File: src/rtl/sw_pkg.sv
// Shared definitions for the TX frame arbiter: requester count, default
// data width, arbiter state encoding and a one-hot to index helper.
// The GAP state exists only when SW_ARB_IFG_EN is defined.
package sw_pkg;

    localparam int N_REQ      = 3;
    localparam int DATA_W_DEF = 8;

    typedef enum logic [1:0] {
        ST_IDLE = 2'd0,
        ST_XFER = 2'd1
`ifdef SW_ARB_IFG_EN
        ,
        ST_GAP  = 2'd2
`endif
    } arb_state_e;

    // Index of the set bit of a one-hot requester vector (0 when none is set).
    function automatic logic [1:0] onehot_to_idx(input logic [N_REQ-1:0] oh);
        logic [1:0] idx;
        idx = '0;
        for (int i = 0; i < N_REQ; i++) begin
            if (oh[i]) idx = 2'(i);
        end
        return idx;
    endfunction

endpackage

File: src/rtl/rr_picker.sv
// Combinational round-robin picker: ranks requesters (ptr+1, ptr+2, ptr)
// mod N_REQ and returns the one-hot winner, or zero when nobody requests.
module rr_picker
    import sw_pkg::*;
(
    input  logic [N_REQ-1:0] req_i,
    input  logic [1:0]       ptr_i,
    output logic [N_REQ-1:0] win_o
);

    // Scan from lowest to highest priority so the highest-priority requester wins.
    always_comb begin
        int cand;
        // NOTE: every combinationally assigned signal gets a default first, so no latch is inferred.
        win_o = '0;
        cand  = 0;
        for (int k = N_REQ; k >= 1; k--) begin
            cand = (int'(ptr_i) + k) % N_REQ;
            if (req_i[cand]) begin
                win_o       = '0;
                win_o[cand] = 1'b1;
            end
        end
    end

endmodule

File: src/rtl/tx_frame_arbiter.sv
// Three-requester TX frame arbiter. A round-robin winner owns the TX port
// for a whole frame; bytes are popped from its FWFT queue and registered
// onto tx_data_o/tx_ctrl_o one cycle later.
// Optional feature macro: SW_ARB_IFG_EN adds a GAP state of P_IFG_CYCLES
// idle cycles after each frame; without it XFER returns straight to IDLE.
module tx_frame_arbiter
    import sw_pkg::*;
#(
    parameter int P_DATA_W     = DATA_W_DEF,
    parameter int P_IFG_CYCLES = 2
) (
    input  logic                      clk_i,
    input  logic                      rstn_i,
    input  logic [N_REQ-1:0]          req_i,
    input  logic [N_REQ*P_DATA_W-1:0] rd_data_i,
    input  logic [N_REQ-1:0]          rd_last_i,
    output logic [N_REQ-1:0]          rd_en_o,
    output logic [N_REQ-1:0]          grant_o,
    output logic [P_DATA_W-1:0]       tx_data_o,
    output logic                      tx_ctrl_o,
    output logic                      busy_o
);

    if (P_IFG_CYCLES < 1 || P_IFG_CYCLES > 15) begin : g_ifg_range_check
        $error("tx_frame_arbiter: P_IFG_CYCLES must be in 1..15");
    end

    arb_state_e           state_q;
    logic [N_REQ-1:0]     grant_q;
    logic [1:0]           ptr_q;
    logic [P_DATA_W-1:0]  tx_data_q;
    logic                 tx_ctrl_q;
    logic [N_REQ-1:0]     win;
    logic [P_DATA_W-1:0]  sel_data;
    logic                 sel_last;
`ifdef SW_ARB_IFG_EN
    logic [3:0]           ifg_cnt_q;
`endif

    rr_picker u_rr_picker (
        .req_i (req_i),
        .ptr_i (ptr_q),
        .win_o (win)
    );

    // Head byte and last flag of the current owner's queue.
    always_comb begin
        sel_data = '0;
        for (int i = 0; i < N_REQ; i++) begin
            if (grant_q[i]) sel_data = rd_data_i[i*P_DATA_W +: P_DATA_W];
        end
        sel_last = |(rd_last_i & grant_q);
    end

    // Arbiter FSM with registered grant and TX outputs.
    always_ff @(posedge clk_i or negedge rstn_i) begin
        if (!rstn_i) begin
            state_q   <= ST_IDLE;
            grant_q   <= '0;
            ptr_q     <= 2'd2;
            tx_data_q <= '0;
            tx_ctrl_q <= 1'b0;
`ifdef SW_ARB_IFG_EN
            ifg_cnt_q <= '0;
`endif
        end else begin
            // NOTE: sequential state uses non-blocking assignments so every register samples pre-edge values.
            tx_ctrl_q <= 1'b0;
            unique case (state_q)
                ST_IDLE: begin
                    if (|req_i) begin
                        grant_q <= win;
                        ptr_q   <= onehot_to_idx(win);
                        state_q <= ST_XFER;
                    end
                end
                ST_XFER: begin
                    tx_data_q <= sel_data;
                    tx_ctrl_q <= 1'b1;
                    if (sel_last) begin
                        grant_q <= '0;
`ifdef SW_ARB_IFG_EN
                        ifg_cnt_q <= '0;
                        state_q   <= ST_GAP;
`else
                        state_q   <= ST_IDLE;
`endif
                    end
                end
`ifdef SW_ARB_IFG_EN
                ST_GAP: begin
                    if (ifg_cnt_q == 4'(P_IFG_CYCLES - 1)) begin
                        ifg_cnt_q <= '0;
                        state_q   <= ST_IDLE;
                    end else begin
                        ifg_cnt_q <= ifg_cnt_q + 4'd1;
                    end
                end
`endif
                default: begin
                    grant_q <= '0;
                    state_q <= ST_IDLE;
                end
            endcase
        end
    end

    // The grant register is non-zero only in XFER, so it doubles as the pop strobe.
    assign rd_en_o   = grant_q;
    assign grant_o   = grant_q;
    assign tx_data_o = tx_data_q;
    assign tx_ctrl_o = tx_ctrl_q;
    assign busy_o    = (state_q != ST_IDLE);

endmodule

File: config.mk
export PLATFORM = sky130hd
export DESIGN_NAME = tx_frame_arbiter
export DESIGN_NICKNAME = d
export VERILOG_FILES = /design/src/rtl/sw_pkg.sv /design/src/rtl/rr_picker.sv /design/src/rtl/tx_frame_arbiter.sv
export SDC_FILE = /design/constraint.sdc
export NUM_CORES = 1
export LEC_CHECK = 0
export ABC_CLOCK_PERIOD_IN_PS = 2100
export BUFFER_PORTS_ARGS = -buffer_cell sky130_fd_sc_hd__clkbuf_2
export CAP_MARGIN = 20
export CORE_AREA = 3 3 63 50
export DETAILED_ROUTE_END_ITERATION = 7
export DIE_AREA = 0 0 66 53
export PLACE_DENSITY = 0.69
export SYNTH_ARGS = -nofsm -noshare
export SYNTH_HDL_FRONTEND = slang
export SYNTH_SLANG_ARGS = --single-unit
export TNS_END_PERCENT = 1
File: constraint.sdc
create_clock -name clk_i -period 2.1 [get_ports clk_i]
set_input_delay 0.21 -clock clk_i [delete_from_list [all_inputs] [get_ports clk_i]]
set_output_delay 0.21 -clock clk_i [all_outputs]
set_load 0.02 [all_outputs]
==> results of run 1 <==
==> layout by cell type (no fill, tap or decap), types with 2 or more instances in the layout <==
cell      synthesis  routed
clkbuf_2          0      47
nand2_1          16      16
dfrtp_1          14      14
o21ai_0           9       9
mux2_2            9       9
a22oi_1           7       7
nor2_1            4       4
a21oi_1           4       4
nand2b_1          4       4
ha_1              4       4
inv_1             3       3
clkbuf_4          0       3
mux2i_1           2       2
nand3b_1          2       2
==> per-stage QoR <==
step	power [uW]	util [%]
CTS	1810	49.4
global placement	1600	48.0
floorplan	1400	-
detailed placement	1640	48.0
global route	1950	49.4
finish	1800	49.4
==> cell families after synthesis <==
group | after synthesis | synth area share, %
adder cells (fa/ha/maj) | 4 | 4.87
buffers and inverters | 16 | 7.80
AND/OR/NAND/NOR | 30 | 13.4
flip-flops | 15 | 36.7
AO/OA/AOI/OAI | 37 | 25.5
multiplexers | 11 | 11.8
==> worst paths after layout <==
path,from,to,slack [ns],depth (start not counted)
hold reg to reg,tx_data_o[5]$_DFFE_PN0P_,tx_data_o[5]$_DFFE_PN0P_,0.51,1
setup / recovery,ptr_q[1]$_DFFE_PN1P_,ptr_q[1]$_DFFE_PN1P_,0.15,6
min in group asynchronous,rstn_i,tx_data_o[7]$_DFFE_PN0P_,0.39,2
max in group asynchronous,rstn_i,ptr_q[1]$_DFFE_PN1P_,1.39,2
setup reg to reg,ptr_q[1]$_DFFE_PN1P_,ptr_q[1]$_DFFE_PN1P_,0.15,6
hold / removal,rd_last_i[2],state_q[0]$_DFFE_PN0P_,0.22,4
==> per-layer routing <==
layer,part of all wire (%),up-vias,GRT usage [%],wire (um)
met4,0.40,0,1.01,10
li1,-,484,-,-
met2,54,35,24.6,1340
met3,4.8,2,3.18,119
met5,0,-,0,0
met1,41,451,17.7,1020
==> sequential cells by signal (all words and copies together) (netlist names) <==
| signal | cells |
|---|---|
| ptr_q | 2 |
| tx_data_o | 8 |
| state_q | 1 |
| grant_o | 3 |
| tx_ctrl_o | 1 |
==> power by group through the flow <==
stage	combinational [uW]	clock, uW	sequential (uW)
floorplan	762	0	634
global placement	1020	0	587
detailed placement	1050	0	594
CTS	1050	169	589
global route	1150	185	619
finish	1050	163	588
==> cell type report <==
cell class              instances  area (um2)
inverters                       3        11.3
repair buffers                 48         245
fillers                       246        1310
clock buffers                   4        26.3
flip-flops and latches         15         377
multi-input cells              82         571
well taps                      36        45.0
==> repair_timing <==
action | CTS | global route
setup buffers | 0 | 0
endpoints found under the hold margin | 14 | 0
hold buffers | 1 | 0
setup endpoints to repair | 0 | 0
==> critical path, cell delays in order (launching register included) <==
cell and delay [ns]:
dfstp_2 0.55, ha_1 0.29, inv_1 0.10, o32ai_1 0.35, o221ai_1 0.19, o211ai_1 0.17
a21boi_1 0.23
==> summary.txt, run 1 <==
Run status
  – Outcome: completed

Logic synthesis
  – Yosys warning count: 0
  – Leading area contributor after synthesis: dfrtp_1
  – EDFF count, synth: 0
  – Commonest cells post-synth: nand2_1, dfrtp_1, mux2_2, o21ai_0, a22oi_1
  – Distinct cells, synth: 37
  – Main synth FF type: dfrtp_1
  – Synth Register Bits: 15
  – Post-Syn Nets: 149
  – Mean Syn Cell Area: 9.09 um2
  – Seq/Total Area, Yosys: 36.7%
  – Ranking of synthesized cells by area: dfrtp_1, mux2_2, nand2_1
  – Syn Std Cell Area: 0.00103 mm2
  – Mapped Cells: 113
  – Post-synth ARST share: 100%
  – Share of the synthesized area in the top cell type: 34.1%
  – Most frequent cell after synthesis: nand2_1

Timing
  – Worst slew pin tran: 0.522 ns
  – Fin Hold WS: 0.225 ns
  – Clk_skew: 0.00617 ns
  – Tcrit/Tclk final: 92.6%
  – PnR worst setup slack: 0.155 ns
  – Max-slew violations: 0
  – Tmin final: 1.95 ns
  – Final setup vio count: 0
  – Fmax: 514 MHz
  – Setup TNS: 0 ns
  – Fin. Hold Viols: 0
  – Rel. slew slack: 65.2%
  – RSZ-0062 raised after global routing: false

Place
  – Routability cong.: 0.940
  – Port buffer count: 47
  – Placed Instance Area: 0.00124 mm2
  – Place WS: 0.209 ns
  – Post-placement cell count: 183
  – Post-DP HPWL: 1990 um

CTS
  – CTS buffer count: 3
  – Clk sinks: 15
  – Clock Tree Root: clkbuf_4
  – Clk pin slew, worst setup/hold paths: 0.09 ns
  – Clk_lat worst skew: 0.28 ns
  – Htree depth: 1
  – CTS tree: built
  – CTS Buffer Depth: 2
  – CTS resizes: 0

Cells and area
  – Proportion of layout cells with a drive suffix above 1: 40.8%
  – Syn-to-layout area delta: 24.1%
  – Post-Layout Cell Count: 188
  – Fin nets: 189
  – # diodes: 0
  – Final instance area: 0.00127 mm2

Critical path
  – Worst Setup End Kind: flip-flop
  – CP startpoint kind: flip-flop
  – Arr. time, crit path: 2.15 ns
  – Setup CP Type: reg -> reg
  – Critical path required time: 2.30 ns
  – Crit Path Max Fanout: 8

Power and ir drop
  – Net Sw Power: 848 uW
  – Internal: 953 uW
  – Seq pwr share: 32.7%
  – Sw Ratio: 47.1%
  – Maximum vdd drop: 0.738 mV
  – Static Leak: 0.000631 uW
  – Clock share of power: 9.0%
  – Logic pwr share: 58.3%
  – Pwr per Cell Area: 1410 mW/mm2

Die
  – Die height: 53 um
  – Core area: 0.00258 mm2
  – Io pins: 48
  – DIE AREA: 0.00350 mm2
  – Horiz. Die Dim: 66 um
  – Starting density of the core: 39.8%
  – # rows: 16

Drt
  – Routed len/inst: 13.2 um
  – Post-DRT Antenna Nets: 0
  – Via/cell ratio: 5.17
  – DR vias: 972
  – Iter 0 DRT Violations: 33
  – Initial DRT Pass Iterations: 4
  – DR DRC count: 0
  – Routed WL: 2490 um

Flow run
  – Max_cap viols: 0

Global routing
  – GR Util All Layers: 13.8%
  – Largest net degree at the start of global routing: 21
  – Initial antenna violation count: 0
  – Vias in the first global route: 899
  – First-pass GRT wire length: 3770 um
  – Global route overflow: 0

Min path
  – Hold Crit Class: in -> reg
(Power assumes the default switching activity.)
==> inputs of run 2 (changes only) <==
--- a/config.mk
+++ b/config.mk
@@ -7,11 +7,13 @@
 export LEC_CHECK = 0
 export ABC_CLOCK_PERIOD_IN_PS = 2100
 export BUFFER_PORTS_ARGS = -buffer_cell sky130_fd_sc_hd__clkbuf_2
-export CAP_MARGIN = 20
+export CAP_MARGIN = 0
 export CORE_AREA = 3 3 63 50
 export DETAILED_ROUTE_END_ITERATION = 7
 export DIE_AREA = 0 0 66 53
+export HOLD_SLACK_MARGIN = 0.02
 export PLACE_DENSITY = 0.69
+export RECOVER_POWER = 25
 export SYNTH_ARGS = -nofsm -noshare
 export SYNTH_HDL_FRONTEND = slang
 export SYNTH_SLANG_ARGS = --single-unit
==> summary.txt, run 2 (synthesis results as in run 1) <==
Timing
  – Tmin final: 1.92 ns (-0.0210 ns)
  – Fmax: 520 MHz (+1.1%)
  – Fin. Hold Viols: 0 (unchanged)
  – Setup TNS: 0 ns (unchanged)
  – Clk_skew: 0.00659 ns (+0.000421 ns)
  – Worst slew pin tran: 0.792 ns (+0.270 ns)
  – Final setup vio count: 0 (unchanged)
  – RSZ-0062 raised after global routing: false
  – Rel. slew slack: 47.2% (-18 points)
  – Max-slew violations: 0 (unchanged)
  – Tcrit/Tclk final: 91.6% (-1.0 points)

Place
  – Post-placement cell count: 183 (unchanged)
  – Port buffer count: 47 (unchanged)
  – Routability cong.: 0.940 (unchanged)
  – Post-DP HPWL: 1990 um (unchanged)

Die
  – Core area: 0.00258 mm2 (unchanged)
  – Starting density of the core: 39.8% (unchanged)
  – Io pins: 48 (unchanged)
  – Horiz. Die Dim: 66 um (unchanged)
  – # rows: 16 (unchanged)
  – DIE AREA: 0.00350 mm2 (unchanged)
  – Die height: 53 um (unchanged)

CTS
  – Clk pin slew, worst setup/hold paths: 0.09 ns (about the same)
  – CTS resizes: 0 (unchanged)
  – Clock Tree Root: clkbuf_4
  – CTS Buffer Depth: 2 (unchanged)
  – Htree depth: 1 (unchanged)
  – Clk_lat worst skew: 0.28 ns (about the same)
  – CTS buffer count: 3 (unchanged)
  – Clk sinks: 15 (unchanged)
  – CTS tree: built
  – Setup Fix Bufs, Post-CTS: 0 (unchanged)

Power and ir drop
  – Maximum vdd drop: 0.738 mV (about the same)
  – Static Leak: 0.000628 uW (-0.47%)
  – Pwr per Cell Area: 1410 mW/mm2 (about the same)

Critical path
  – Setup CP Type: reg -> reg
  – Crit-path max cell delay: 0.55 ns (about the same)
  – Crit-path cells: ha_1 > inv_1 > o32ai_1 > o221ai_1 > o211ai_1 > a21boi_1
  – FF-to-FF setup slack: 0.18 ns (+0.02 ns)
  – Crit Path Max Fanout: 8 (unchanged)
  – CP startpoint kind: flip-flop
  – CP bufs+invs: 1 (unchanged)
  – Arr. time, crit path: 2.12 ns (-0.03 ns)
  – Worst Setup End Kind: flip-flop
  – Family with the most delay on the worst path: compound AO/OA/AOI/OAI gates
  – Critical path's slowest cell: dfstp_2
  – Critical path required time: 2.30 ns (about the same)

Global routing
  – Initial antenna violation count: 0 (unchanged)
  – First-pass GRT wire length: 3770 um (unchanged)
  – Largest net degree at the start of global routing: 21 (unchanged)
  – Global route overflow: 0 (unchanged)
  – GR Util All Layers: 13.8% (unchanged)
  – Vias in the first global route: 899 (unchanged)

Cells and area
  – Fin nets: 189 (unchanged)
  – Post-Layout Cell Count: 188 (unchanged)
  – Commonest non-fill, non-tap cell in the layout: clkbuf_2
  – Multi-input logic area: 571 um2 (unchanged)
  – Proportion of layout cells with a drive suffix above 1: 40.1% (-0.66 points)
  – Syn-to-layout area delta: 24.0% (about the same)
  – Seq. cell area: 377 um2 (unchanged)
  – Max reg flops: 8 (unchanged)
  – # diodes: 0 (unchanged)
  – Most frequent cells in the layout: clkbuf_2, nand2_1, dfrtp_1, o21ai_0, mux2_2
  – Filler cells: 247 (+0.41%)

Drt
  – Via/cell ratio: 5.14 (-0.51%)
  – Post-DRT Antenna Nets: 0 (unchanged)
  – Routed len/inst: 13.2 um (-0.16%)
  – Iter 0 DRT Violations: 32 (-3.0%)
  – Initial DRT Pass Iterations: 4 (unchanged)
  – DRT met1 WL: 1030 um (+0.78%)
  – DR vias: 967 (-0.51%)
  – Routed WL: 2490 um (-0.16%)
  – Top Layer Used: met4
  – DR DRC count: 0 (unchanged)
  – Met2 WL: 1330 um (-0.30%)
  – Met3 routed WL: 110 um (-7.6%)

Run status
  – Outcome: completed

Flow run
  – Max_cap viols: 0 (unchanged)

Min path
  – Hold Crit Class: in -> reg
run 2: changes by cell type in the layout (fill, tap and decap cells not counted):
cell / previous run / this run
clkbuf_2: 47 / 46
clkbuf_1: 1 / 2
run 2: final cells by class:
type                            count  area share (%)
Clock buffer                        4            2.06
Inverter                            3           0.884
Multi-Input combinational cell     82            44.8
Sequential cell                    15            29.6
Tap cell                           36            3.54
Timing Repair Buffer               48            19.2
run 2: per-layer routing:
| metal | GRT usage [%] | up-vias |
|---|---|---|
| li1 | - | 484 |
| met1 | 17.7 | 449 |
| met2 | 24.6 | 32 |
| met3 | 3.18 | 2 |
| met4 | 1.01 | 0 |
| met5 | 0 | - |
run 2: where the power goes:
part	switching [uW]	internal, uW
clock	89.2	73.6
combinational	591	458
sequential	167	422
run 2: what timing repair did:
action	in CTS	in global routing
endpoints found under the setup margin	0	0
hold endpoints to repair	14	0
hold buffers	1	0
run 2: through the flow:
step,util (%),setup WS [ns],cell area [um2],power [uW],hold slack (ns)
finish,49.3,0.176,1270,1800,0.224
global route,49.3,0.0399,1270,1950,0.242
CTS,49.4,0.196,1270,1810,0.220
detailed placement,48.0,0.209,1240,1640,0.141
global placement,48.0,0.335,1240,1600,0.139
floorplan,-,0.428,1030,1400,-0.0856
run 2: final timing paths:
check	from	to	cells after the start
hold reg to reg	tx_data_o[5]$_DFFE_PN0P_	tx_data_o[5]$_DFFE_PN0P_	1
hold / removal	rd_last_i[2]	state_q[0]$_DFFE_PN0P_	4
min in group asynchronous	rstn_i	tx_data_o[7]$_DFFE_PN0P_	2
setup reg to reg	ptr_q[1]$_DFFE_PN1P_	ptr_q[1]$_DFFE_PN1P_	6
max in group asynchronous	rstn_i	tx_data_o[4]$_DFFE_PN0P_	2
setup / recovery	ptr_q[1]$_DFFE_PN1P_	ptr_q[1]$_DFFE_PN1P_	6
run 2: worst register-to-register path, delay by kind of cell (launching register included):
family | cells | cell delay, ns
DFF | 1 | 0.55
adders and majority gates | 1 | 0.29
buffers and inverters | 1 | 0.10
AOI/OAI and AO/OA | 4 | 0.91
==> inputs of run 3 (changes only) <==
--- a/config.mk
+++ b/config.mk
@@ -5,6 +5,7 @@
 export SDC_FILE = /design/constraint.sdc
 export NUM_CORES = 1
 export LEC_CHECK = 0
+export ABC_AREA = 1
 export ABC_CLOCK_PERIOD_IN_PS = 2100
 export BUFFER_PORTS_ARGS = -buffer_cell sky130_fd_sc_hd__clkbuf_2
 export CAP_MARGIN = 0
==> summary.txt, run 3 <==
CTS
  – Setup Fix Bufs, Post-CTS: 0 (unchanged)
  – CTS resizes: 0 (unchanged)
  – CTS Buffer Depth: 2 (unchanged)
  – Htree depth: 1 (unchanged)
  – CTS tree: built
  – Clock Tree Root: clkbuf_4
  – Cts hold-fix bufs: 1 (unchanged)
  – Clk pin slew, worst setup/hold paths: 0.09 ns (about the same)
  – CTS buffer count: 3 (unchanged)
  – Clk sinks: 15 (unchanged)
  – Clk_lat worst skew: 0.29 ns (about the same)

Cells and area
  – Proportion of layout cells with a drive suffix above 1: 29.1% (-11 points)
  – Most frequent cells in the layout: nand2_1, clkbuf_2, a21oi_1, dfrtp_1, o21ai_0
  – Syn-to-layout area delta: 26.8%
  – Max reg flops: 8 (unchanged)
  – Post-Layout Cell Count: 235 (+25%)
  – Fin util: 50.5% (+1.2 points)
  – # diodes: 0 (unchanged)
  – Fin nets: 236 (+25%)
  – Commonest non-fill, non-tap cell in the layout: nand2_1

Die
  – Starting density of the core: 39.8% (+0.048 points)
  – Io pins: 48 (unchanged)
  – Core area: 0.00258 mm2 (unchanged)
  – DIE AREA: 0.00350 mm2 (unchanged)
  – Die height: 53 um (unchanged)
  – # rows: 16 (unchanged)
  – Horiz. Die Dim: 66 um (unchanged)

Logic synthesis
  – Main synth FF type: dfrtp_1
  – Adder-Cell Fraction of Synth Area: 4.87% (-0.0059 points)
  – Post-Synth XOR/XNOR Area: 0% (unchanged)
  – Leading area contributor after synthesis: dfrtp_1
  – Post-Synth Simple-Gate Area: 29.7% (+16 points)
  – Most frequent cell after synthesis: nand2_1
  – Synth Area in Compound Gates: 18.7% (-6.7 points)
  – Ranking of synthesized cells by area: dfrtp_1, nand2_1, a21oi_1
  – Mapped Cells: 153 (+35%)
  – EDFF count, synth: 0 (unchanged)
  – Seq/Total Area, Yosys: 36.6% (-0.045 points)
  – Share of the synthesized area in the top cell type: 34.1% (-0.041 points)
  – Yosys warning count: 0 (unchanged)
  – Largest family of logic cells by synthesized area: simple AND/OR/NAND/NOR gates
  – Distinct cells, synth: 16 (-57%)
  – Post-synth ARST share: 100% (unchanged)
  – Synth Register Bits: 15 (unchanged)
  – Syn Std Cell Area: 0.00103 mm2 (+0.12%)
  – Post-synthesis mux area share: 0% (-12 points)
  – Mean Syn Cell Area: 6.72 um2 (-26%)
  – Post-Syn Nets: 189 (+27%)
  – Commonest cells post-synth: nand2_1, a21oi_1, dfrtp_1

Timing
  – RSZ-0062 raised after global routing: false
  – Max-slew violations: 0 (unchanged)
  – Fmax: 605 MHz (+16%)
  – Final setup vio count: 0 (unchanged)
  – Rel. slew slack: 45.6% (-1.6 points)
  – Tcrit/Tclk final: 78.7% (-13 points)
  – PnR worst setup slack: 0.447 ns (+0.271 ns)
  – Clk_skew: 0.00491 ns (-0.00168 ns)
  – Tmin final: 1.65 ns (-0.271 ns)
  – Worst slew pin tran: 0.816 ns (+0.0241 ns)
  – Setup TNS: 0 ns (unchanged)
  – Fin. Hold Viols: 0 (unchanged)

Drt
  – Initial DRT Pass Iterations: 4 (unchanged)
  – DR vias: 1,158 (+20%)
  – Routed WL: 2650 um (+6.6%)
  – Iter 0 DRT Violations: 40 (+25%)
  – Routed len/inst: 11.3 um (-15%)
  – Post-DRT Antenna Nets: 0 (unchanged)
  – DR DRC count: 0 (unchanged)
  – Via/cell ratio: 4.93 (-4.2%)

Power and ir drop
  – Static Leak: 0.000740 uW (+18%)
  – Maximum vdd drop: 0.553 mV (-25%)
  – Pwr per Cell Area: 1460 mW/mm2 (+3.4%)

Global routing
  – Global route overflow: 0 (unchanged)
  – Met2 usage in global routing: 23.5% (-1.2 points)
  – Vias in the first global route: 928 (+3.2%)
  – Largest net degree at the start of global routing: 20 (-4.8%)
  – M3 GR Usage: 4.67% (+1.5 points)
  – GRT busiest layer: met2
  – Met1 global-route usage: 20.6% (+3.0 points)
  – Initial antenna violation count: 0 (unchanged)
  – First-pass GRT wire length: 4070 um (+8.1%)
  – GR Util All Layers: 15.1% (+1.4 points)

Critical path
  – Crit-path cells: inv_1 > ha_1 > inv_2 > nand2_1 > nand3_1 > nand2_1 > nor2_1 > nand2_1 > nand2_1 > nand2_1 > o21ai_0
  – Setup CP Type: reg -> reg
  – Crit Path Max Fanout: 5 (-3)
  – Cell mode on critical path: nand2_1
  – Critical path required time: 2.31 ns (about the same)
  – Critical path's slowest cell: dfrtp_1
  – Family with the most delay on the worst path: simple AND/OR/NAND/NOR gates
  – CP startpoint kind: flip-flop
  – Worst Setup End Kind: flip-flop
  – CP bufs+invs: 2 (+1)
  – Arr. time, crit path: 1.86 ns (-0.26 ns)
  – Crit-path max cell delay: 0.38 ns (-0.17 ns)

Min path
  – Hold Crit Class: in -> reg

Place
  – Place WS: 0.459 ns (+0.250 ns)
  – Post-DP HPWL: 2120 um (+6.6%)
  – Routability cong.: 1.01 (+7.0%)
  – Port buffer count: 47 (unchanged)
  – Post-placement cell count: 230 (+26%)

Run status
  – Outcome: completed

Flow run
  – Max_cap viols: 0 (unchanged)
## run 3: kinds of logic after synthesis
| kind of cell | Yosys count |
|---|---|
| AOI/OAI and AO/OA | 34 |
| adders and majority gates | 4 |
| buffers and inverters | 23 |
| DFF | 15 |
| and+or+nand+nor | 77 |
## run 3: final timing paths
check,cells after the start,from,slack (ns),to
min reg2reg,2,tx_data_o[1]$_DFFE_PN0P_,0.49,tx_data_o[1]$_DFFE_PN0P_
max reg2reg,11,ptr_q[0]$_DFFE_PN0P_,0.45,ptr_q[1]$_DFFE_PN1P_
max in group asynchronous,2,rstn_i,1.08,ptr_q[0]$_DFFE_PN0P_
max,11,ptr_q[0]$_DFFE_PN0P_,0.45,ptr_q[1]$_DFFE_PN1P_
min in group asynchronous,2,rstn_i,0.52,tx_data_o[7]$_DFFE_PN0P_
min,3,rd_data_i[17],0.13,tx_data_o[1]$_DFFE_PN0P_
## run 3: final cells by class
class | instances | area, um2
Multi-Input combinational cell | 115 | 548
Clock buffer | 4 | 26.3
Tap cell | 36 | 45.0
Inverter | 17 | 63.8
Timing Repair Buffer | 48 | 244
Fill cell | 269 | 1280
Sequential cell | 15 | 377
## run 3: report_power, final
group | switching [uW] | total [uW] | leakage [uW] | internal (uW)
registers | 134 | 559 | 0.000185 | 425
clock network | 91.9 | 166 | 0.0000150 | 74.0
logic | 772 | 1180 | 0.000540 | 408
total | 998 | 1900 | 0.000740 | 907
## run 3: stage by stage
| step | area (um2) | hold WS, ns | total power, uW |
|---|---|---|---|
| 2_1_floorplan | 1030 | -0.0856 | 1450 |
| 3_3_place_gp | 1270 | 0.138 | 1720 |
| 3_5_place_dp | 1270 | 0.145 | 1740 |
| 4_1_cts | 1310 | 0.134 | 1920 |
| 5_1_grt | 1300 | 0.147 | 2100 |
| 6_report | 1300 | 0.134 | 1900 |
## run 3: layer usage
metal  wire (um)  up-vias  share of wire, %
met5           0        -                 0
met2        1280       37                48
met4          13        0              0.49
met1        1200      537                45
met3         152        3               5.7
li1            -      581                 -
## run 3: tightest hold or removal path, cell delays in order
cell and delay [ns]:
clkbuf_2 0.07, o21ai_0 0.06, nand2_1 0.05
